**config.mk**
```make
export PLATFORM = sky130hd
export DESIGN_NAME = drum_access_sched_flat
export DESIGN_NICKNAME = d
export VERILOG_FILES = /design/src/rtl/drum_access_sched_if.sv /design/src/rtl/drum_access_sched.sv /design/src/flat_wrapper.sv
export SDC_FILE = /design/constraint.sdc
export NUM_CORES = 1
export LEC_CHECK = 0
export BUFFER_PORTS_ARGS = -buffer_cell sky130_fd_sc_hd__buf_2
export CORE_ASPECT_RATIO = 1.1
export CORE_MARGIN = 2
export CORE_UTILIZATION = 50
export CTS_BUF_LIST = sky130_fd_sc_hd__clkbuf_8 sky130_fd_sc_hd__clkbuf_16
export DETAILED_ROUTE_END_ITERATION = 7
export PLACE_DENSITY_LB_ADDON = 0.25
export SYNTH_ARGS = -nofsm -noshare
export SYNTH_HDL_FRONTEND = slang
export SYNTH_SLANG_ARGS = --single-unit
```
**constraint.sdc**
```tcl
create_clock -name CLOCK -period 4 [get_ports CLOCK]
set_input_delay 1 -clock CLOCK [delete_from_list [all_inputs] [get_ports CLOCK]]
set_output_delay 1 -clock CLOCK [all_outputs]
set_load 0.01 [all_outputs]
```
**src/rtl/drum_access_sched_if.sv**
```systemverilog
// Request/grant and drum-timing bundle between the drum access scheduler and its two requesters.
interface drum_access_sched_if;
    logic       req_cpu;
    logic [6:0] addr_cpu;
    logic       dbl_cpu;
    logic       req_io;
    logic [6:0] addr_io;
    logic [4:0] bit_time;
    logic [6:0] word_time;
    logic       T0;
    logic       T28;
    logic       gnt_cpu;
    logic       gnt_io;
    logic       xfer;
    logic       xfer_w1;
    logic       done;
    logic       err;

    modport master (
        output req_cpu, addr_cpu, dbl_cpu, req_io, addr_io,
        input  bit_time, word_time, T0, T28, gnt_cpu, gnt_io, xfer, xfer_w1, done, err
    );

    modport slave (
        input  req_cpu, addr_cpu, dbl_cpu, req_io, addr_io,
        output bit_time, word_time, T0, T28, gnt_cpu, gnt_io, xfer, xfer_w1, done, err
    );
endinterface

```
**src/rtl/drum_access_sched.sv**
```systemverilog
// Drum timing counters plus single-owner CPU/IO arbitration of the drum transfer window.
// Define DRUM_ACCESS_DOUBLE_EN to honour CPU double-word (two-word, 58-cycle) transfers.
module drum_access_sched (
    input logic                CLOCK,
    input logic                rst,
    drum_access_sched_if.slave bus
);
    typedef enum logic [1:0] {StIdle, StWait, StXfer} state_e;

    state_e     state_q, state_d;
    logic [4:0] bit_q;
    logic [6:0] word_q;
    logic       owner_q, owner_d;  // 1: CPU owns the operation, 0: I/O
    logic [6:0] target_q, target_d;
    logic       dbl_q, dbl_d;
    logic [5:0] cnt_q, cnt_d;
    logic       done_q, done_d;
    logic       err_q, err_d;

    logic       bit_last;
    logic       win_cpu;
    logic       win_dbl;
    logic [6:0] win_addr;
    logic [6:0] acc_target;
    logic [5:0] last_cnt;

    // Word whose last bit precedes the first bit of word w.
    function automatic logic [6:0] prev_word(input logic [6:0] w);
        return (w == 7'd0) ? 7'd107 : w - 7'd1;
    endfunction

    assign bit_last = (bit_q == 5'd28);

    always_ff @(posedge CLOCK) begin
        if (!rst) begin
            bit_q  <= 5'd0;
            word_q <= 7'd0;
        end else begin
            bit_q <= bit_last ? 5'd0 : bit_q + 5'd1;
            if (bit_last) begin
                word_q <= (word_q == 7'd107) ? 7'd0 : word_q + 7'd1;
            end
        end
    end

    always_comb begin
        win_cpu  = bus.req_cpu;
        win_addr = win_cpu ? bus.addr_cpu : bus.addr_io;
`ifdef DRUM_ACCESS_DOUBLE_EN
        win_dbl  = win_cpu & bus.dbl_cpu;
`else
        win_dbl  = 1'b0;
`endif
        acc_target = win_dbl ? {win_addr[6:1], 1'b0} : win_addr;
        last_cnt   = dbl_q ? 6'd57 : 6'd28;

        state_d  = state_q;
        owner_d  = owner_q;
        target_d = target_q;
        dbl_d    = dbl_q;
        cnt_d    = cnt_q;
        done_d   = 1'b0;
        err_d    = 1'b0;

        unique case (state_q)
            StIdle: begin
                if (bus.req_cpu || bus.req_io) begin
                    if (acc_target > 7'd107) begin
                        err_d = 1'b1;
                    end else begin
                        owner_d  = win_cpu;
                        target_d = acc_target;
                        dbl_d    = win_dbl;
                        cnt_d    = 6'd0;
                        state_d  = (bit_last && word_q == prev_word(acc_target)) ? StXfer : StWait;
                    end
                end
            end
            StWait: begin
                // A withdrawn request abandons the wait even on the start cycle.
                if (!(owner_q ? bus.req_cpu : bus.req_io)) begin
                    state_d = StIdle;
                end else if (bit_last && word_q == prev_word(target_q)) begin
                    state_d = StXfer;
                end
            end
            StXfer: begin
                if (cnt_q == last_cnt) begin
                    state_d = StIdle;
                    done_d  = 1'b1;
                end else begin
                    cnt_d = cnt_q + 6'd1;
                end
            end
            default: state_d = StIdle;
        endcase
    end

    always_ff @(posedge CLOCK) begin
        if (!rst) begin
            state_q  <= StIdle;
            owner_q  <= 1'b0;
            target_q <= 7'd0;
            dbl_q    <= 1'b0;
            cnt_q    <= 6'd0;
            done_q   <= 1'b0;
            err_q    <= 1'b0;
        end else begin
            state_q  <= state_d;
            owner_q  <= owner_d;
            target_q <= target_d;
            dbl_q    <= dbl_d;
            cnt_q    <= cnt_d;
            done_q   <= done_d;
            err_q    <= err_d;
        end
    end

    assign bus.bit_time  = bit_q;
    assign bus.word_time = word_q;
    assign bus.T0        = (bit_q == 5'd0);
    assign bus.T28       = bit_last;
    assign bus.gnt_cpu   = (state_q != StIdle) & owner_q;
    assign bus.gnt_io    = (state_q != StIdle) & ~owner_q;
    assign bus.xfer      = (state_q == StXfer);
    assign bus.done      = done_q;
    assign bus.err       = err_q;

`ifdef DRUM_ACCESS_DOUBLE_EN
    assign bus.xfer_w1 = (state_q == StXfer) & (cnt_q >= 6'd29);
`else
    logic unused_dbl;
    assign unused_dbl  = bus.dbl_cpu;
    assign bus.xfer_w1 = 1'b0;
`endif
endmodule

```
**src/flat_wrapper.sv**
```systemverilog
// flat-port wrapper written by rule: the top's interface ports become plain ports
module drum_access_sched_flat 
  (CLOCK, rst, bus_req_cpu, bus_addr_cpu, bus_dbl_cpu, bus_req_io, bus_addr_io, bus_bit_time, bus_word_time, bus_T0, bus_T28, bus_gnt_cpu, bus_gnt_io, bus_xfer, bus_xfer_w1, bus_done, bus_err);
  drum_access_sched_if bus_i ();
  input logic CLOCK;
  input logic rst;
  input wire logic [$bits(bus_i.req_cpu)-1:0] bus_req_cpu;
  input wire logic [$bits(bus_i.addr_cpu)-1:0] bus_addr_cpu;
  input wire logic [$bits(bus_i.dbl_cpu)-1:0] bus_dbl_cpu;
  input wire logic [$bits(bus_i.req_io)-1:0] bus_req_io;
  input wire logic [$bits(bus_i.addr_io)-1:0] bus_addr_io;
  output wire logic [$bits(bus_i.bit_time)-1:0] bus_bit_time;
  output wire logic [$bits(bus_i.word_time)-1:0] bus_word_time;
  output wire logic [$bits(bus_i.T0)-1:0] bus_T0;
  output wire logic [$bits(bus_i.T28)-1:0] bus_T28;
  output wire logic [$bits(bus_i.gnt_cpu)-1:0] bus_gnt_cpu;
  output wire logic [$bits(bus_i.gnt_io)-1:0] bus_gnt_io;
  output wire logic [$bits(bus_i.xfer)-1:0] bus_xfer;
  output wire logic [$bits(bus_i.xfer_w1)-1:0] bus_xfer_w1;
  output wire logic [$bits(bus_i.done)-1:0] bus_done;
  output wire logic [$bits(bus_i.err)-1:0] bus_err;
  assign bus_i.req_cpu = bus_req_cpu;
  assign bus_i.addr_cpu = bus_addr_cpu;
  assign bus_i.dbl_cpu = bus_dbl_cpu;
  assign bus_i.req_io = bus_req_io;
  assign bus_i.addr_io = bus_addr_io;
  assign bus_bit_time = bus_i.bit_time;
  assign bus_word_time = bus_i.word_time;
  assign bus_T0 = bus_i.T0;
  assign bus_T28 = bus_i.T28;
  assign bus_gnt_cpu = bus_i.gnt_cpu;
  assign bus_gnt_io = bus_i.gnt_io;
  assign bus_xfer = bus_i.xfer;
  assign bus_xfer_w1 = bus_i.xfer_w1;
  assign bus_done = bus_i.done;
  assign bus_err = bus_i.err;
  drum_access_sched u_core (.CLOCK(CLOCK), .rst(rst), .bus(bus_i));
endmodule
```
==> impl_results.md <==
- Status: completed
- Mean post-synth cell area: about 8.5 um2
- Clock Tree Root: clkbuf_8
- Initial Util: 53.2%
- Setup slack, reg-to-reg: roughly 1700 ps
- Drt pass-1 iters: 4
- Num CTS Buffers: 5
- Count leader, synth: nor2_1
- Largest cells by area after synthesis: dfxtp_1 (28%), mux2i_1 (5.6%), nor2_1 (5.6%)
- Synth cell count leaders: nor2_1 (32), dfxtp_1 (30), inv_1 (14)
- Met2 wire length: ~2200 um
- Worst slew pin tran: about 670 ps
- GRT Overall Usage: about a fifth
- Worst Path Required: about 4200 ps
- Met1 WL: 2080 um
- Yosys top cell by area: dfxtp_1
- Leakage power: ~1.1 nW
- WL met3: between 200 and 250 um
- Critical path data arrival time: 3560 ps
- Unrepaired setup endpoints after global routing: false
- Hold_ws: between 400 and 500 ps
- Final min period: approximately 3300 ps
- Max_slew headroom: 54.8%
- Share of layout cells above drive strength 1: 21.7%
- Final Hold Fails: 0
- Area growth, synth to finish: 17.2%
- CP Class: input port to flop
- Synth Warn #: 0
- Clk sinks: 30
- Ports: 39
- Syn Inst Count: between 200 and 300
- Synth Area in Compound Gates: 17.5%
- # resized after CTS: 0
- CTS tree: done
- Antenna cell count: 0
- FFs w/ async S/R, synth: 0%
- Count of pins over their slew limit: 0
- Iter 0 DRT Violations: a little under 60
- Post-Synth XOR/XNOR Area: roughly 9.6%
- Synthesized Nets: approximately 280
- Post-DP HPWL: between 3000 and 4000 um
- Htree depth: 2
- Worst VDD drop: 0.000206 V
- Largest net degree at the start of global routing: 23
- Fill count: 370
- Placed cell area: roughly 0.0024 mm2
- DRC viols: 0
- Hold Crit Class: flop to flop
- Mapped cell area: about 0.0021 mm2
- Post-synth EDFFs: 0
- Die height: ~73 um
- Crit. End Element: flop
- Max-cap violations: 0
- Core area: a little over 0.004 mm2
- FP Rows: 24
- Clk_skew: between 7 and 8 ps
- Final Cell Area: about 0.0025 mm2
- RePlAce Congestion: approximately 0.82
- Post-CTS setup buffer count: 0
- Total grt overflow: 0
- Final Cycle Share: roughly 83%
- Clock network latency to the later pin of the worst-skew pair: between 200 and 300 ps
- Post-Synth Adder-Cell Area: 5.26%
- Vias: ~1,900
- CP max FO: 6
- Fmax: about 300 MHz
- CTS Hold Buffers Added: 0
- Reg2reg start: u_core.target_q[0]
- Final nets: roughly 320
- Post-synthesis sequential area ratio: 28.1%
- Worst Setup SP: bus_req_cpu
- Top FF cell, synth: dfxtp_1
- Vias per cell: around 5.5
- Clock-pin slew on the worst setup and hold paths: 70 ps
- Crit start category: input port
- Top-area cell type share of the netlist area: 28.1%
- Clock Path Buffers: 2
- Worst setup endpoint: u_core.state_q[1]
- Final WL: ~4600 um
- Top sig layer: met4
- Yosys cell types: 66
- IO Port Bufs: 36
- Synthesized-area fraction occupied by and/or/nand/nor cells: a little over a quarter
- Overall power: around 1.1 mW
- Final count of negative-setup-slack endpoints: 0
- Remaining antenna violation count: 0
- Largest family of logic cells by synthesized area: simple AND/OR/NAND/NOR gates
- TNS Setup: 0 ps
- First-pass GRT wire length: approximately 7900 um
- Synth Register Bits: 30
- Multiplexer share of the synthesized area: slightly below 7%
- Pwr/cell area: 421 mW/mm2
- Die Area: around 0.0048 mm2
- Per-cell routed wire length: 13.5 um
- Die Wd: around 66 um
- Initial antenna violation count: 0
- RR Endpoint: u_core.state_q[1]
- Worst r2r path cells: 8
- Vias in the first global route: 1,752
==> where the power goes <==
| part | total [mW] | switching [mW] | internal (mW) |
|---|---|---|---|
| Clock | 0.391 | 0.125 | 0.266 |
| Combinational | 0.317 | 0.171 | 0.147 |
| Sequential | 0.348 | 0.0264 | 0.322 |
==> worst min path at each step <==
stage,startpoint,end,slack [ps],cells past startpoint
after floorplan,u_core.cnt_q[4],u_core.cnt_q[4],480,2
after global placement,u_core.bus.bit_time[0],u_core.bus.bit_time[0],460,1
after detailed placement,u_core.bus.bit_time[0],u_core.bus.bit_time[0],470,1
after CTS,u_core.bus.bit_time[0],u_core.bus.bit_time[0],490,1
after global routing,u_core.bus.bit_time[0],u_core.bus.bit_time[0],500,1
final,u_core.bus.bit_time[0],u_core.bus.bit_time[0],480,1
==> kinds of logic after synthesis <==
group / count (synthesis)
xor gates and xnor gates: 22
DFF: 30
AOI/OAI and AO/OA: 48
adders and majority gates: 9
and+or+nand+nor: 101
buffers and inverters: 26
muxes: 14
other: 1
==> worst max-delay path, stage by stage <==
cell and delay [ps]:
buf_2 110, mux2i_1 250, ha_1 290, nor4b_4 330, o22ai_4 150, or2_2 320
o221a_1 240, a2111o_1 440, o31ai_2 230, o2111a_1 200
==> cells in the final DEF, fill, tap and decap left out, types with 7 or more instances in the layout <==
cell      n
ha_1      9
inv_1    14
nand3_1   9
nand2_1  13
buf_2    36
a21oi_1   9
o21ai_0   7
nor2_1   32
nor2b_1   9
mux2i_1  12
dfxtp_1  30
xnor2_1  13
xor2_1    8
==> through the flow <==
stage,setup slack (ps),cells,utilization (%)
after floorplan,329,251,-
after global routing,514,342,62.3
final,676,342,62.3
after CTS,673,342,62.3
after global placement,434,334,58.8
after detailed placement,366,334,58.8
==> flip-flops by register name, summed over array words and instances, names as in the netlist <==
name and cells:
u_core.target_q 7, u_core.cnt_q 6, u_core.bus.err 1, u_core.owner_q 1
u_core.bus.done 1, u_core.bus.word_time 7, u_core.state_q 2, u_core.bus.bit_time 5
==> layer usage <==
metal  GRT usage, %  up-vias
met2           36.2       38
met5              0        -
met1           25.0      885
li1               -      965
met3           6.48        8
met4           7.03        0
==> cell type report <==
cell class / count / area (um2) / area share (%)
clock buffers: 6 / 82.6 / 3.29
clock inverters: 2 / 60.1 / 2.40
inverters: 15 / 56.3 / 2.25
multi-input cells: 195 / 1420 / 56.5
flip-flops and latches: 30 / 601 / 24.0
well taps: 52 / 65.1 / 2.59
repair buffers: 42 / 225 / 8.98
(Power assumes the default switching activity.)
